## config.mk

```make
export PLATFORM = sky130hd
export DESIGN_NAME = bp_fpga_host_nbf_tx_flat
export DESIGN_NICKNAME = d
export VERILOG_FILES = /design/src/rtl/bp_fpga_host_pkg.sv /design/src/rtl/bp_fpga_host_nbf_tx_if.sv /design/src/rtl/bp_fpga_host_uart_tx.sv /design/src/rtl/bp_fpga_host_nbf_tx.sv /design/src/flat_wrapper.sv
export SDC_FILE = /design/constraint.sdc
export NUM_CORES = 1
export LEC_CHECK = 0
export BUFFER_PORTS_ARGS = -buffer_cell sky130_fd_sc_hd__buf_2
export CORE_MARGIN = 2
export CORE_UTILIZATION = 45
export CTS_BUF_LIST = sky130_fd_sc_hd__clkbuf_4 sky130_fd_sc_hd__clkbuf_8
export DETAILED_ROUTE_END_ITERATION = 16
export MAX_ROUTING_LAYER = met4
export PLACE_DENSITY = 0.66
export SLEW_MARGIN = 20
export SYNTH_ARGS = -nofsm -noshare
export SYNTH_HDL_FRONTEND = slang
export SYNTH_SLANG_ARGS = --single-unit
```

## constraint.sdc

```tcl
create_clock -name clk_i -period 2.1 [get_ports clk_i]
set_input_delay 0.525 -clock clk_i [delete_from_list [all_inputs] [get_ports clk_i]]
set_output_delay 0.525 -clock clk_i [all_outputs]
set_load 0.01 [all_outputs]
```

## src/rtl/bp_fpga_host_pkg.sv

```systemverilog
// Shared NBF definitions for the FPGA host UART link (transmit and receive ends).
// Contents: NBF packet layout, packet byte count, packet-level and
// character-level transmitter state encodings.
package bp_fpga_host_pkg;

    localparam int unsigned nbf_bytes_gp = 14;
    localparam int unsigned nbf_width_gp = 8 * nbf_bytes_gp;

    // Opcode in the MSBs; data occupies the low 8 bytes so it goes out first.
    typedef struct packed {
        logic [7:0]  opcode;
        logic [39:0] addr;
        logic [63:0] data;
    } bp_fpga_host_nbf_s;

    typedef enum logic {
        e_ready,
        e_send
    } nbf_tx_state_e;

    typedef enum logic [2:0] {
        e_idle,
        e_start,
        e_data,
        e_parity,
        e_stop
    } uart_tx_state_e;

endpackage

```

## src/rtl/bp_fpga_host_nbf_tx_if.sv

```systemverilog
// NBF packet ready/valid port.
//   nbf_i           : packet {opcode, addr, data}
//   nbf_v_i         : packet valid (from producer)
//   nbf_ready_and_o : ready to accept (from transmitter)
// master = packet producer, slave = transmitter.
interface bp_fpga_host_nbf_tx_if;
    import bp_fpga_host_pkg::*;

    bp_fpga_host_nbf_s nbf_i;
    logic              nbf_v_i;
    logic              nbf_ready_and_o;

    modport master (output nbf_i, output nbf_v_i, input nbf_ready_and_o);
    modport slave  (input nbf_i, input nbf_v_i, output nbf_ready_and_o);
endinterface

```

## src/rtl/bp_fpga_host_uart_tx.sv

```systemverilog
// UART character transmitter: start bit, data bits LSB first, optional parity,
// 1 or 2 stop bits, each bit held clk_per_bit_p cycles.
// Ports:
//   clk_i, reset_n_i : clock, asynchronous active-low reset
//   byte_i, v_i      : byte to send and its valid
//   ready_and_o      : byte accepted when v_i & ready_and_o
//   done_o           : last cycle of the final stop bit of the current byte
//   tx_o             : registered serial line, idle high
module bp_fpga_host_uart_tx
    import bp_fpga_host_pkg::*;
#(
    parameter int unsigned clk_per_bit_p = 10416,
    parameter int unsigned data_bits_p   = 8,
    parameter int unsigned parity_bit_p  = 0,
    parameter int unsigned parity_odd_p  = 0,
    parameter int unsigned stop_bits_p   = 1
) (
    input  logic       clk_i,
    input  logic       reset_n_i,
    input  logic [7:0] byte_i,
    input  logic       v_i,
    output logic       ready_and_o,
    output logic       done_o,
    output logic       tx_o
);

    localparam int unsigned baud_w_lp = (clk_per_bit_p > 1) ? $clog2(clk_per_bit_p) : 1;
    localparam logic [baud_w_lp-1:0] baud_last_lp = baud_w_lp'(clk_per_bit_p - 1);
    localparam logic [2:0] bit_last_lp  = 3'(data_bits_p - 1);
    localparam logic       stop_last_lp = (stop_bits_p == 2);

    uart_tx_state_e       state_q, state_d;
    logic [baud_w_lp-1:0] baud_q, baud_d;
    logic [2:0]           bit_q, bit_d;
    logic                 stop_q, stop_d;
    logic [7:0]           shift_q, shift_d;
    logic                 parity_q, parity_d;
    logic                 tx_q, tx_d;

    logic bit_end, last_stop, accept;

    assign bit_end     = (baud_q == baud_last_lp);
    assign last_stop   = (state_q == e_stop) && bit_end && (stop_q == stop_last_lp);
    assign done_o      = last_stop;
    // Accepting in the final stop cycle lets bytes run with no idle gap.
    assign ready_and_o = (state_q == e_idle) || last_stop;
    assign accept      = v_i & ready_and_o;
    assign tx_o        = tx_q;

    always_comb begin
        state_d  = state_q;
        baud_d   = bit_end ? '0 : baud_q + baud_w_lp'(1);
        bit_d    = bit_q;
        stop_d   = stop_q;
        shift_d  = shift_q;
        parity_d = parity_q;
        tx_d     = tx_q;
        case (state_q)
            e_idle: begin
                baud_d = '0;
                tx_d   = 1'b1;
            end
            e_start: if (bit_end) begin
                state_d = e_data;
                bit_d   = '0;
                tx_d    = shift_q[0];
            end
            e_data: if (bit_end) begin
                if (bit_q == bit_last_lp) begin
                    if (parity_bit_p != 0) begin
                        state_d = e_parity;
                        tx_d    = parity_q;
                    end else begin
                        state_d = e_stop;
                        stop_d  = 1'b0;
                        tx_d    = 1'b1;
                    end
                end else begin
                    // shift_q[0] always holds the bit currently on the line
                    bit_d   = bit_q + 3'd1;
                    shift_d = shift_q >> 1;
                    tx_d    = shift_q[1];
                end
            end
            e_parity: if (bit_end) begin
                state_d = e_stop;
                stop_d  = 1'b0;
                tx_d    = 1'b1;
            end
            e_stop: if (bit_end) begin
                if (stop_q == stop_last_lp) begin
                    state_d = e_idle;
                    tx_d    = 1'b1;
                end else begin
                    stop_d = 1'b1;
                end
            end
            default: state_d = e_idle;
        endcase
        if (accept) begin
            state_d  = e_start;
            baud_d   = '0;
            shift_d  = byte_i;
            parity_d = (parity_odd_p != 0) ? ~^byte_i : ^byte_i;
            tx_d     = 1'b0;
        end
    end

    always_ff @(posedge clk_i or negedge reset_n_i) begin
        if (!reset_n_i) begin
            state_q  <= e_idle;
            baud_q   <= '0;
            bit_q    <= '0;
            stop_q   <= 1'b0;
            shift_q  <= '0;
            parity_q <= 1'b0;
            tx_q     <= 1'b1;
        end else begin
            state_q  <= state_d;
            baud_q   <= baud_d;
            bit_q    <= bit_d;
            stop_q   <= stop_d;
            shift_q  <= shift_d;
            parity_q <= parity_d;
            tx_q     <= tx_d;
        end
    end

endmodule

```

## src/rtl/bp_fpga_host_nbf_tx.sv

```systemverilog
// NBF packet transmitter: takes whole 14-byte NBF packets on a ready/valid port
// and sends them over UART, byte 0 (data LSB) first, opcode last.
// Ports:
//   clk_i, reset_n_i : clock, asynchronous active-low reset
//   nbf_if (slave)   : nbf_i / nbf_v_i / nbf_ready_and_o packet port
//   tx_o             : UART line, idle high
//   busy_o           : packet in flight
//   packets_sent_o   : completed-packet count, only with BP_FPGA_HOST_NBF_TX_STATS_EN
module bp_fpga_host_nbf_tx
    import bp_fpga_host_pkg::*;
#(
    parameter int unsigned nbf_addr_width_p   = 40,
    parameter int unsigned nbf_data_width_p   = 64,
    parameter int unsigned uart_clk_per_bit_p = 10416,
    parameter int unsigned uart_data_bits_p   = 8,
    parameter int unsigned uart_parity_bit_p  = 0,
    parameter int unsigned uart_parity_odd_p  = 0,
    parameter int unsigned uart_stop_bits_p   = 1
) (
    input  logic                  clk_i,
    input  logic                  reset_n_i,
    bp_fpga_host_nbf_tx_if.slave  nbf_if,
    output logic                  tx_o,
    output logic                  busy_o
`ifdef BP_FPGA_HOST_NBF_TX_STATS_EN
    ,
    output logic [31:0]           packets_sent_o
`endif
);

    localparam int unsigned nbf_width_lp = 8 + nbf_addr_width_p + nbf_data_width_p;
    localparam logic [3:0]  idx_last_lp  = 4'(nbf_bytes_gp - 1);

    nbf_tx_state_e           state_q, state_d;
    logic [nbf_width_lp-1:0] shift_q, shift_d;
    logic [3:0]              idx_q, idx_d;
    logic                    ready_q, ready_d;
    logic                    busy_q, busy_d;

    logic       accept, pkt_done;
    logic       byte_v, byte_ready, byte_done;
    logic [7:0] byte_li;

    assign accept                 = nbf_if.nbf_v_i & ready_q;
    assign pkt_done               = (state_q == e_send) && (idx_q == idx_last_lp) && byte_done;
    assign nbf_if.nbf_ready_and_o = ready_q;
    assign busy_o                 = busy_q;

    // Byte 0 goes straight from the port to the UART on the accept edge, so
    // the start bit appears the cycle after the handshake; shift_q[7:0] then
    // tracks the byte on the line and shift_q[15:8] is the next one.
    always_comb begin
        state_d = state_q;
        shift_d = shift_q;
        idx_d   = idx_q;
        ready_d = ready_q;
        busy_d  = busy_q;
        byte_v  = 1'b0;
        byte_li = shift_q[7:0];
        case (state_q)
            e_ready: begin
                byte_v  = accept;
                byte_li = nbf_if.nbf_i[7:0];
                ready_d = 1'b1;
                if (accept) begin
                    state_d = e_send;
                    shift_d = nbf_if.nbf_i;
                    idx_d   = '0;
                    ready_d = 1'b0;
                    busy_d  = 1'b1;
                end
            end
            e_send: begin
                byte_v  = (idx_q != idx_last_lp);
                byte_li = shift_q[15:8];
                if (byte_v && byte_ready) begin
                    shift_d = shift_q >> 8;
                    idx_d   = idx_q + 4'd1;
                end
                if (pkt_done) begin
                    state_d = e_ready;
                    ready_d = 1'b1;
                    busy_d  = 1'b0;
                end
            end
            default: state_d = e_ready;
        endcase
    end

    always_ff @(posedge clk_i or negedge reset_n_i) begin
        if (!reset_n_i) begin
            state_q <= e_ready;
            shift_q <= '0;
            idx_q   <= '0;
            ready_q <= 1'b0;
            busy_q  <= 1'b0;
        end else begin
            state_q <= state_d;
            shift_q <= shift_d;
            idx_q   <= idx_d;
            ready_q <= ready_d;
            busy_q  <= busy_d;
        end
    end

    bp_fpga_host_uart_tx #(
        .clk_per_bit_p (uart_clk_per_bit_p),
        .data_bits_p   (uart_data_bits_p),
        .parity_bit_p  (uart_parity_bit_p),
        .parity_odd_p  (uart_parity_odd_p),
        .stop_bits_p   (uart_stop_bits_p)
    ) uart_tx (
        .clk_i       (clk_i),
        .reset_n_i   (reset_n_i),
        .byte_i      (byte_li),
        .v_i         (byte_v),
        .ready_and_o (byte_ready),
        .done_o      (byte_done),
        .tx_o        (tx_o)
    );

`ifdef BP_FPGA_HOST_NBF_TX_STATS_EN
    logic [31:0] sent_q, sent_d;

    always_comb sent_d = sent_q + {31'd0, pkt_done};

    always_ff @(posedge clk_i or negedge reset_n_i) begin
        if (!reset_n_i) sent_q <= '0;
        else            sent_q <= sent_d;
    end

    assign packets_sent_o = sent_q;
`endif

endmodule
```

## src/flat_wrapper.sv

```systemverilog
// flat-port wrapper written by rule: the top's interface ports become plain ports
module bp_fpga_host_nbf_tx_flat import bp_fpga_host_pkg::*;
#(
    parameter int unsigned nbf_addr_width_p   = 40,
    parameter int unsigned nbf_data_width_p   = 64,
    parameter int unsigned uart_clk_per_bit_p = 10416,
    parameter int unsigned uart_data_bits_p   = 8,
    parameter int unsigned uart_parity_bit_p  = 0,
    parameter int unsigned uart_parity_odd_p  = 0,
    parameter int unsigned uart_stop_bits_p   = 1
)
  (clk_i, reset_n_i, tx_o, busy_o, nbf_if_nbf_i, nbf_if_nbf_v_i, nbf_if_nbf_ready_and_o);
  bp_fpga_host_nbf_tx_if nbf_if_i ();
  input  logic clk_i;
  input  logic reset_n_i;
  output logic tx_o;
  output logic busy_o;
  input wire logic [$bits(nbf_if_i.nbf_i)-1:0] nbf_if_nbf_i;
  input wire logic [$bits(nbf_if_i.nbf_v_i)-1:0] nbf_if_nbf_v_i;
  output wire logic [$bits(nbf_if_i.nbf_ready_and_o)-1:0] nbf_if_nbf_ready_and_o;
  assign nbf_if_i.nbf_i = nbf_if_nbf_i;
  assign nbf_if_i.nbf_v_i = nbf_if_nbf_v_i;
  assign nbf_if_nbf_ready_and_o = nbf_if_i.nbf_ready_and_o;
  bp_fpga_host_nbf_tx #(.nbf_addr_width_p(nbf_addr_width_p), .nbf_data_width_p(nbf_data_width_p), .uart_clk_per_bit_p(uart_clk_per_bit_p), .uart_data_bits_p(uart_data_bits_p), .uart_parity_bit_p(uart_parity_bit_p), .uart_parity_odd_p(uart_parity_odd_p), .uart_stop_bits_p(uart_stop_bits_p)) u_core (.clk_i(clk_i), .reset_n_i(reset_n_i), .nbf_if(nbf_if_i), .tx_o(tx_o), .busy_o(busy_o));
endmodule
```

==> summary.md, run 1 <==
| Metric | Value |
|---|---|
| Initial Util | approximately 46% |
| Full die area | ~15000 um2 |
| Internal power | approximately 3800 uW |
| Synth top area share | a little over half |
| Slew HR | approximately two thirds |
| Syn_nets | 667 |
| Synth-to-Final Area Change | 19.55% |
| Post-CTS Setup Inserts | 0 |
| Post-synth EDFFs | 0 |
| Synth cell types | 46 |
| Remaining Overflow, GRT | 0 |
| Syn avg cell area | ~12 um2 |
| Worst Skew | between 0.009 and 0.01 ns |
| Drt wl/cell | 17.49 um |
| CP Capture Type | flip-flop |
| Gate power share | about 4.0% |
| Total net switching power | 1052 uW |
| Vias in the first global route | 4985 |
| Placed Instances | just over 800 |
| Ys async rst share | 100.0% |
| Core Area | 13990 um2 |
| Place WS | -0.05900 ns |
| Port bufs | 117 |
| Top FF cell, synth | dfrtp_1 |
| TritonCTS clock tree | built |
| Worst path max stage delay | 0.43 ns |
| Iter 0 DRT Violations | 420 |
| Max-cap violations | 0 |
| Largest net degree at the start of global routing | 72 |
| Crit path arrival time | around 2.3 ns |
| Clk sink count | between 100 and 150 |
| H-tree depth | 4 |
| IO Pins | between 100 and 150 |
| Final #Nets | around 800 |
| Syn Inst Count | 547 |
| WHS | between 0.2 and 0.3 ns |
| Minimum clock period | between 1.5 and 2 ns |
| Fillers | 1256 |
| Worst EP required | about 2.5 ns |
| Max Slew Vio Count | 0 |
| CP startpoint kind | flip-flop |
| Most common cell in the netlist | dfrtp_1 |
| WS Path Type | reg -> reg |
| Synth Warn # | 0 |
| Yosys reg bits | 140 |
| Reg power frac | between 50% and 60% |
| Max IR drop VDD | slightly below 0.4 mV |
| Core Rows | 43 |
| Pleak | about 0.0035 uW |
| Final period util | a little over nine tenths |
| Mapped Area | about 6500 um2 |
| Worst Max-Slew Pin Slew | around 0.48 ns |
| Worst-skew pair later-pin latency | around 0.43 ns |
| Initial antenna violation count | 1 |
| DRC Markers | 0 |
| Final number of setup-violating endpoints | 0 |
| DR vias | 4902 |
| Min-delay src | nbf_if_nbf_i[107] |
| Commonest cells in the netlist | 139 x dfrtp_1, 97 x nand2b_1, 67 x o221a_2, 29 x nand2_1, 29 x o221a_1 |
| RR Startpoint | u_core.uart_tx.baud_q[0] |
| HP Class | in -> reg |
| CP top delay family | simple AND/OR/NAND/NOR gates |
| Seq/Total Area, Yosys | a little over half |
| Clock power frac | 40.7% |
| Die Width | 124.2 um |
| PD cells | roughly 630 nW/um2 |
| Worst setup margin | 0.1233 ns |
| Status | finished clean |
| Total GRT Usage | 21.59% |
| Root Driver | clkbuf_8 |
| CP Buf/Inv Count | 1 |
| GPL Wtd Cong | around 0.86 |
| Worst-path cell chain | ha_1, and4_2, a41oi_4, buf_4, or3_4, a31oi_1 |
| Non-filler cells, final | around 860 |
| Fmax | a little over 0.5 GHz |
| Slowest cell on the critical path | or3_4 |
| Util after Layout | between 50% and 60% |
| HPWL Detailed | 10260 um |
| DR pass1 iterations | 5 |
| Die height | ~120 um |
| Post-detailed-route count of antenna-violating nets | 0 |
| RSZ-0062 raised after global routing | false |
| Worst setup path startpoint | u_core.uart_tx.baud_q[0] |
| First-pass GRT wire length | 24850 um |
| Fin. Hold Viols | 0 |
| Final Power | between 4000 and 5000 uW |
| Switching Share | 21.62% |
| Via-per-instance ratio | 5.733 |
| Total CTS buffers | 17 |
| Final WL | between 10000 and 15000 um |
| Main area contributors after synthesis | dfrtp_1 54%, o221a_2 12%, nand2b_1 9.3% |
| Crit Path Max Fanout | 11 |
| Share of cells above drive strength 1 | between 30% and 40% |
| Clk buf depth | 2 |
| Cell taking the most area after synthesis | dfrtp_1 |
| CTS clk-pin slew, worst paths | 0.08 ns |
[kinds of logic after synthesis]
kind of cell               synth area share [%]
AOI/OAI and AO/OA                         21.53
adders and majority gates                 1.117
buffers and inverters                     3.100
muxes                                     2.157
xor gates and xnor gates                  1.348
DFF                                       53.94
and+or+nand+nor                           16.81
[routing by layer]
metal / GRT usage (%) / share of wire (%) / vias to the layer above
met5: - / 0 / -
met4: 5.688 / 0.92 / 0
met3: 5.357 / 5.5 / 11
met2: 33.54 / 48 / 143
met1: 28.49 / 45 / 2434
li1: - / - / 2314
[sequential cells by signal, indices dropped and copies added, names as in the netlist]
| name | cells |
|---|---|
| u_core.uart_tx.baud_q | 14 |
| u_core.shift_q | 104 |
| u_core.uart_tx.state_q | 3 |
| u_core.busy_o | 1 |
| u_core.uart_tx.tx_o | 1 |
| u_core.state_q | 1 |
| u_core.uart_tx.bit_q | 3 |
| u_core.uart_tx.shift_q | 8 |
| u_core.idx_q | 4 |
| u_core.nbf_if.nbf_ready_and_o | 1 |
[layout make-up]
cell class,instances,area [um2],area share (%)
multi-input combinational,362,2823,36.34
sequential,140,3505,45.12
antenna,1,2.502,0.03222
clock inverter,7,68.82,0.8860
clock buffer,21,282.8,3.640
timing repair buffer,140,845.8,10.89
inverter,4,15.01,0.1933
tap,180,225.2,2.899
[worst reg2reg max path, stage by stage, from the launching register on]
cell and delay, ns:
dfrtp_1 0.37, ha_1 0.16, and4_2 0.35, a41oi_4 0.16
buf_4 0.21, or3_4 0.44, a31oi_1 0.21
[worst paths after layout]
check / endpoint / slack, ns / cells after the start
setup / recovery: u_core.uart_tx.shift_q[6] / 0.12 / 6
min in group asynchronous: u_core.shift_q[18] / 0.54 / 2
hold reg to reg: u_core.uart_tx.baud_q[0] / 0.45 / 1
hold / removal: u_core.shift_q[107] / 0.29 / 3
max in group asynchronous: u_core.shift_q[91] / 0.97 / 3
setup reg to reg: u_core.uart_tx.shift_q[6] / 0.12 / 6
[placed cells by master, fill, tap and decap left out, drive strengths merged, types with 8 or more instances in the layout]
master and instances:
nor2 17, o21ai 21, nand2 29, nand3 14
o221a 96, dfrtp 139, clkbuf 21, xor2 9
buf 139, nand2b 97, mux2 8
[through the flow]
stage                     TNS (ns)  area, um2
after floorplan                  0       6497
after global placement           0       7380
after detailed placement  -0.05900       7380
after CTS                        0       7742
after global routing             0       7767
final                            0       7767
[power by group through the flow]
stage / combinational, uW / clock [uW] / sequential [uW]
after global routing: 216 / 2180 / 2690
final: 193 / 1980 / 2690
after detailed placement: 196 / 0 / 2750
after floorplan: 26.7 / 0 / 2750
after CTS: 199 / 2040 / 2690
after global placement: 195 / 0 / 2750
[repair_timing]
action                                 CTS  global route
endpoints found under the hold margin   29             0
pin swaps                                0             0
hold buffers                             1             0
cloned                                   0             0
setup endpoints to repair                2            21
resized for setup                        1             5
No activity file was read; power rests on OpenSTA's default activity.
==> run 2: changes to the inputs <==
==> constraint.sdc (replaced) <==
create_clock -name clk_i -period 2.1 [get_ports clk_i]
set_input_delay 0.21 -clock clk_i [delete_from_list [all_inputs] [get_ports clk_i]]
set_output_delay 0.21 -clock clk_i [all_outputs]
set_load 0.01 [all_outputs]
==> run 2 against run 1 <==
  * Final area up 2.1%
  * Clock power up 10%
  * Sequential power about the same
  * Cell count up 1.5%
  * Critical endpoint is now u_core.shift_q[76]
==> summary.md, run 2 (synthesis gave the netlist of run 1 again) <==
| Metric | Value |
|---|---|
| Commonest non-fill, non-tap cell in the layout | dfrtp_1 |
| Worst setup path startpoint | u_core.uart_tx.baud_q[0] |
| Remaining Overflow, GRT | 0 |
| H-tree depth | 4 |
| CP Capture Type | flip-flop |
| Clk buf depth | 2 |
| Max IR drop VDD | a little under 0.4 mV |
| First-pass GRT wire length | between 20000 and 25000 um |
| Worst-skew pair later-pin latency | roughly 0.45 ns |
| Worst Skew | ~0.0066 ns |
| Full die area | around 15000 um2 |
| DR vias | just under 5000 |
| Biggest regs | u_core.shift_q: 104 flops, u_core.uart_tx.baud_q: 14 flops, u_core.uart_tx.shift_q: 8 flops |
| Clk sink count | 140 |
| IO Pins | ~120 |
| GPL Wtd Cong | between 0.8 and 0.9 |
| Via-per-instance ratio | ~5.7 |
| HP Class | in -> reg |
| Drt wl/cell | about 18 um |
| Share of cells above drive strength 1 | between 30% and 40% |
| Vias in the first global route | 4994 |
| Largest net degree at the start of global routing | 69 |
| Minimum clock period | 2.006 ns |
| Most frequent cells in the layout | 139 x dfrtp_1, 116 x buf_2, 97 x nand2b_1 |
| Port bufs | roughly 120 |
| PD cells | 639.9 nW/um2 |
| Worst setup margin | approximately 0.094 ns |
| HPWL Detailed | between 10000 and 15000 um |
| Max reg flops | 104 |
| Worst Max-Slew Pin Slew | 0.5301 ns |
| Total GRT Usage | approximately 22% |
| DRC Markers | 0 |
| Place WS | -0.001509 ns |
| RSZ-0062 raised after global routing | false |
| CP startpoint kind | flip-flop |
| Synth-to-Final Area Change | 22.07% |
| Crit path arrival time | approximately 2.4 ns |
| Iter 0 DRT Violations | between 400 and 500 |
| TritonCTS clock tree | built |
| Final number of setup-violating endpoints | 0 |
| Final Power | just over 5000 uW |
| Core Area | roughly 14000 um2 |
| DR pass1 iterations | 6 |
| WHS | about 0.061 ns |
| Final #Nets | around 800 |
| WS Path Type | reg -> reg |
| Max Slew Vio Count | 0 |
| Worst EP required | 2.49 ns |
| CTS clk-pin slew, worst paths | ~0.07 ns |
| Root Driver | clkbuf_8 |
| Min-delay src | nbf_if_nbf_i[7] |
| Initial Util | 46.45% |
| Fillers | 1203 |
| Final period util | 95.55% |
| Core Rows | between 40 and 50 |
| Crit Path Max Fanout | 32 |
| Post-detailed-route count of antenna-violating nets | 0 |
| Register with the most flip-flops | u_core.shift_q |
| Total CTS buffers | 17 |
| Non-filler cells, final | about 870 |
| Die height | ~120 um |
| Initial antenna violation count | 1 |
| Worst reg2reg setup slack | 0.09 ns |
| Fin. Hold Viols | 0 |
| Die Width | 124.2 um |
| Placed Instances | 823 |
| RR Startpoint | u_core.uart_tx.baud_q[0] |
| Slew HR | roughly 65% |
| Total negative slack | 0 ns |
| Max-cap violations | 0 |
| Fmax | 0.4984 GHz |
| Status | finished clean |
| Pleak | about 0.0036 uW |
| Final WL | between 15000 and 20000 um |
run 2: metrics by stage:
step | util [%] | area [um2]
6_report | 56.70 | 7931
5_1_grt | 56.70 | 7931
4_1_cts | 56.15 | 7855
3_5_place_dp | 52.65 | 7365
3_3_place_gp | 52.65 | 7365
2_1_floorplan | - | 6497
run 2: worst paths after layout:
kind / endpoint / cells after the start
max in group asynchronous: u_core.uart_tx.tx_o / 3
max: u_core.shift_q[76] / 7
min in group asynchronous: u_core.shift_q[23] / 2
max reg2reg: u_core.shift_q[76] / 7
min: u_core.uart_tx.shift_q[7] / 3
min reg2reg: u_core.uart_tx.baud_q[0] / 1
run 2: area by class of cell:
class                           count  area [um2]  area share [%]
Sequential cell                   140        3505           44.19
Multi-Input combinational cell    362        2823           35.59
Timing Repair Buffer              150       962.2           12.13
Clock buffer                       24       311.5           3.928
Tap cell                          180       225.2           2.840
Clock inverter                      7       87.58           1.104
Inverter                            4       15.01          0.1893
Antenna cell                        1       2.502         0.03155
run 2: metal layers:
layer | wire (um) | up-vias | track usage (%)
met5 | 0 | - | -
met2 | 7610 | 154 | 34.12
li1 | - | 2331 | -
met1 | 6922 | 2466 | 28.03
met3 | 911 | 9 | 5.586
met4 | 148 | 0 | 6.110
run 2: where the power goes:
group,switching [uW],internal (uW)
sequential,0,2700
clock,970,1210
combinational,86.3,117
run 2: worst max-delay path, stage by stage, from the launching register on:
cell     delay [ns]
dfrtp_1        0.37
ha_2           0.21
and4_4         0.29
a41oi_4        0.15
o31ai_4        0.35
buf_6          0.17
buf_12         0.19
o221a_1        0.20
run 2: repair_timing:
| action | in CTS | in global routing |
|---|---|---|
| endpoints found under the hold margin | 60 | 0 |
| buffers inserted | 0 | 2 |
| hold buffers | 9 | 0 |
| pin swaps | 0 | 1 |
| gates resized for setup | 1 | 9 |
| gates cloned | 0 | 2 |
| setup endpoints to repair | 9 | 69 |
==> run 3: changes to the inputs <==
PLACE_DENSITY = 0.65   (was 0.66)
SYNTH_HIERARCHICAL = 1   (was unset)
==> run 3 against run 2 <==
  * The run now ends with negative setup slack left
  * Critical path depth increased by 1
  * Via count increased by 5.4%
  * Clock skew increased by 0.0053 ns
  * Combinational power increased to 8.3 times the previous value
  * Final area increased by 6.2%
  * Critical path type unchanged
==> summary.md, run 3 <==
| Metric | Value |
|---|---|
| Status | finished with violations |
| Failing checks | negative setup slack |
| DRC Markers | 0 |
| Crit Path Max Fanout | 11 |
| CP startpoint kind | flip-flop |
| Synth-to-Final Area Change | 26.31% |
| H-tree depth | 4 |
| First-pass GRT wire length | approximately 27000 um |
| CP top delay family | simple AND/OR/NAND/NOR gates |
| Max IR drop VDD | 0.6044 mV |
| Min-delay src | nbf_if_nbf_i[24] |
| Slowest cell on the critical path | or4b_4 |
| RSZ-0062 raised after global routing | true |
| CP Capture Type | flip-flop |
| Commonest cells in the netlist | 139 x dfrtp_1, 91 x o21a_1, 91 x o32a_1, 27 x nor2_1, 26 x buf_2 |
| Main area contributors after synthesis | dfrtp_1 52%, o32a_1 14%, o21a_1 10% |
| Top FF cell, synth | dfrtp_1 |
| Full die area | between 15000 and 20000 um2 |
| Drt wl/cell | between 15 and 20 um |
| Largest net degree at the start of global routing | 60 |
| Fmax | about 0.40 GHz |
| Remaining Overflow, GRT | 0 |
| Cell taking the most area after synthesis | dfrtp_1 |
| Initial Util | a little under half |
| Final #Nets | between 800 and 900 |
| Worst-path cell chain | or4b_4, or4_4, a21oi_4, nand2_4, o21ai_4, buf_8, clkbuf_16, o21a_1 |
| Total CTS buffers | 17 |
| Core Area | ~14000 um2 |
| Fin. Hold Viols | 0 |
| Pleak | around 0.0036 uW |
| Yosys reg bits | between 100 and 150 |
| Most frequent cells in the layout | 139 x dfrtp_1, 116 x buf_2, 91 x o32a_1, 91 x o21a_1, 40 x buf_4 |
| HP Class | in -> reg |
| Biggest regs | u_core/shift_q: 104 flops, u_core/uart_tx/baud_q: 14 flops, u_core/uart_tx/shift_q: 8 flops |
| Worst setup margin | -0.4109 ns |
| Minimum clock period | approximately 2.5 ns |
| HPWL Detailed | about 11000 um |
| Worst Max-Slew Pin Slew | roughly 0.59 ns |
| Via-per-instance ratio | 5.805 |
| WHS | between 0.07 and 0.08 ns |
| Capturing point of the worst reg2reg path | u_core/shift_q[13] |
| PD cells | 980.8 nW/um2 |
| Synth Warn # | 6 |
| Worst-skew pair later-pin latency | around 0.46 ns |
| Port bufs | 117 |
| DR pass1 iterations | 5 |
| Die height | 125.7 um |
| Final number of setup-violating endpoints | 120 |
| N_diodes | 0 |
| Hold Path Stages | 3 |
| Post-detailed-route count of antenna-violating nets | 0 |
| Initial antenna violation count | 0 |
| Share of cells above drive strength 1 | a little over a third |
| Fillers | 1198 |
| Clk buf depth | 2 |
| Max reg flops | between 100 and 150 |
| CTS clk-pin slew, worst paths | 0.08 ns |
| Syn_nets | about 680 |
| Worst-case reg-to-reg path depth | 8 |
| Worst setup path startpoint | u_core/uart_tx/baud_q[4] |
| Syn Inst Count | around 560 |
| Post-synth EDFFs | 0 |
| Final WL | approximately 17000 um |
| Hold Crit Endpoint | u_core/shift_q[24] |
| Crit path arrival time | between 2 and 3 ns |
| GPL Wtd Cong | between 0.8 and 0.9 |
| Synth top area share | between 50% and 60% |
| Synth cell types | 52 |
| Core Rows | between 40 and 50 |
| Die Width | between 100 and 150 um |
| Iter 0 DRT Violations | around 280 |
| WS Path Type | reg -> reg |
| Worst EP required | roughly 2.5 ns |
| TritonCTS clock tree | built |
| CP Buf/Inv Count | 2 |
| Final period util | 119.6% |
| Register with the most flip-flops | u_core/shift_q |
| Syn avg cell area | around 12 um2 |
| Most common cell in the netlist | dfrtp_1 |
| Non-filler cells, final | approximately 900 |
| Slew HR | between 60 and 70% |
| Root Driver | clkbuf_8 |
| Max Slew Vio Count | 0 |
| Worst reg2reg setup slack | -0.41 ns |
| Seq/Total Area, Yosys | a little over half |
| Mapped Area | 6666 um2 |
| Total GRT Usage | between 20% and 30% |
| Commonest non-fill, non-tap cell in the layout | dfrtp_1 |
| Max-cap violations | 0 |
| Vias in the first global route | about 5300 |
| Worst Skew | around 0.012 ns |
| Ys async rst share | between 90% and 100% |
| DR vias | about 5200 |
| IO Pins | 118 |
| RR Startpoint | u_core/uart_tx/baud_q[4] |
| Final Power | between 8000 and 9000 uW |
| Worst path max stage delay | roughly 0.55 ns |
| Placed Instances | around 860 |
| Clk sink count | between 100 and 150 |
==> run 3: cells by family after synthesis <==
family | count (synthesis) | synth area share, %
and+or+nand+nor | 93 | 7.433
AOI/OAI and AO/OA | 229 | 28.92
muxes | 16 | 2.553
DFF | 140 | 52.57
xor gates and xnor gates | 12 | 1.577
adders and majority gates | 6 | 1.089
buffers and inverters | 63 | 5.856
==> run 3: worst reg2reg max path: cells and delay by family, from the launching register on <==
kind	cells	cell delay [ns]
compound gates	3	0.56
flops	1	0.39
buf+inv	2	0.36
simple gates	3	1.14
==> run 3: worst max path at each step <==
stage	endpoint	slack [ns]	cells after the start
final	u_core/shift_q[13]	-0.41	8
after global routing	u_core/shift_q[15]	-0.48	8
after CTS	u_core/shift_q[89]	-0.37	7
after detailed placement	u_core/shift_q[91]	-0.38	7
after global placement	u_core/shift_q[91]	-0.32	7
after floorplan	u_core/shift_q[51]	-0.39	9
==> run 3: timing repair <==
item                                    CTS  global route
endpoints found under the setup margin  121           135
hold buffers                              1             0
cloned                                    1             3
buffers inserted                          4             6
hold endpoints to repair                 54             0
pin swaps                                 4             4
gates resized for setup                   7            17
==> run 3: final cells by class <==
| class | count | area, um2 | area share (%) |
|---|---|---|---|
| Tap cell | 184 | 230.2 | 2.734 |
| Multi-Input combinational cell | 356 | 2875 | 34.15 |
| Sequential cell | 140 | 3505 | 41.62 |
| Inverter | 7 | 26.28 | 0.3120 |
| Timing Repair Buffer | 182 | 1360 | 16.15 |
| Clock buffer | 21 | 282.8 | 3.358 |
| Clock inverter | 11 | 141.4 | 1.679 |
==> run 3: power breakdown <==
part           internal [uW]  switching, uW  leakage, uW
clock                   1270           1010     0.000211
sequential              3670            618      0.00159
combinational           1080            604      0.00177
==> run 3: per-stage QoR <==
stage | instance area (um2) | utilization (%) | TNS (ns) | setup slack [ns]
2_1_floorplan | 6736 | - | -40.18 | -0.3869
3_3_place_gp | 7726 | 53.36 | -34.01 | -0.3225
3_5_place_dp | 7726 | 53.36 | -40.77 | -0.3832
4_1_cts | 8252 | 56.99 | -39.21 | -0.3732
5_1_grt | 8421 | 58.16 | -54.44 | -0.4838
6_report | 8421 | 58.16 | -44.82 | -0.4109
==> run 3: layer usage <==
layer	GRT usage, %	up-vias	part of all wire [%]
met3	5.183	16	5.1
met1	27.87	2635	43
met4	6.667	0	1.3
met5	-	-	0
met2	35.23	131	51
li1	-	2448	-
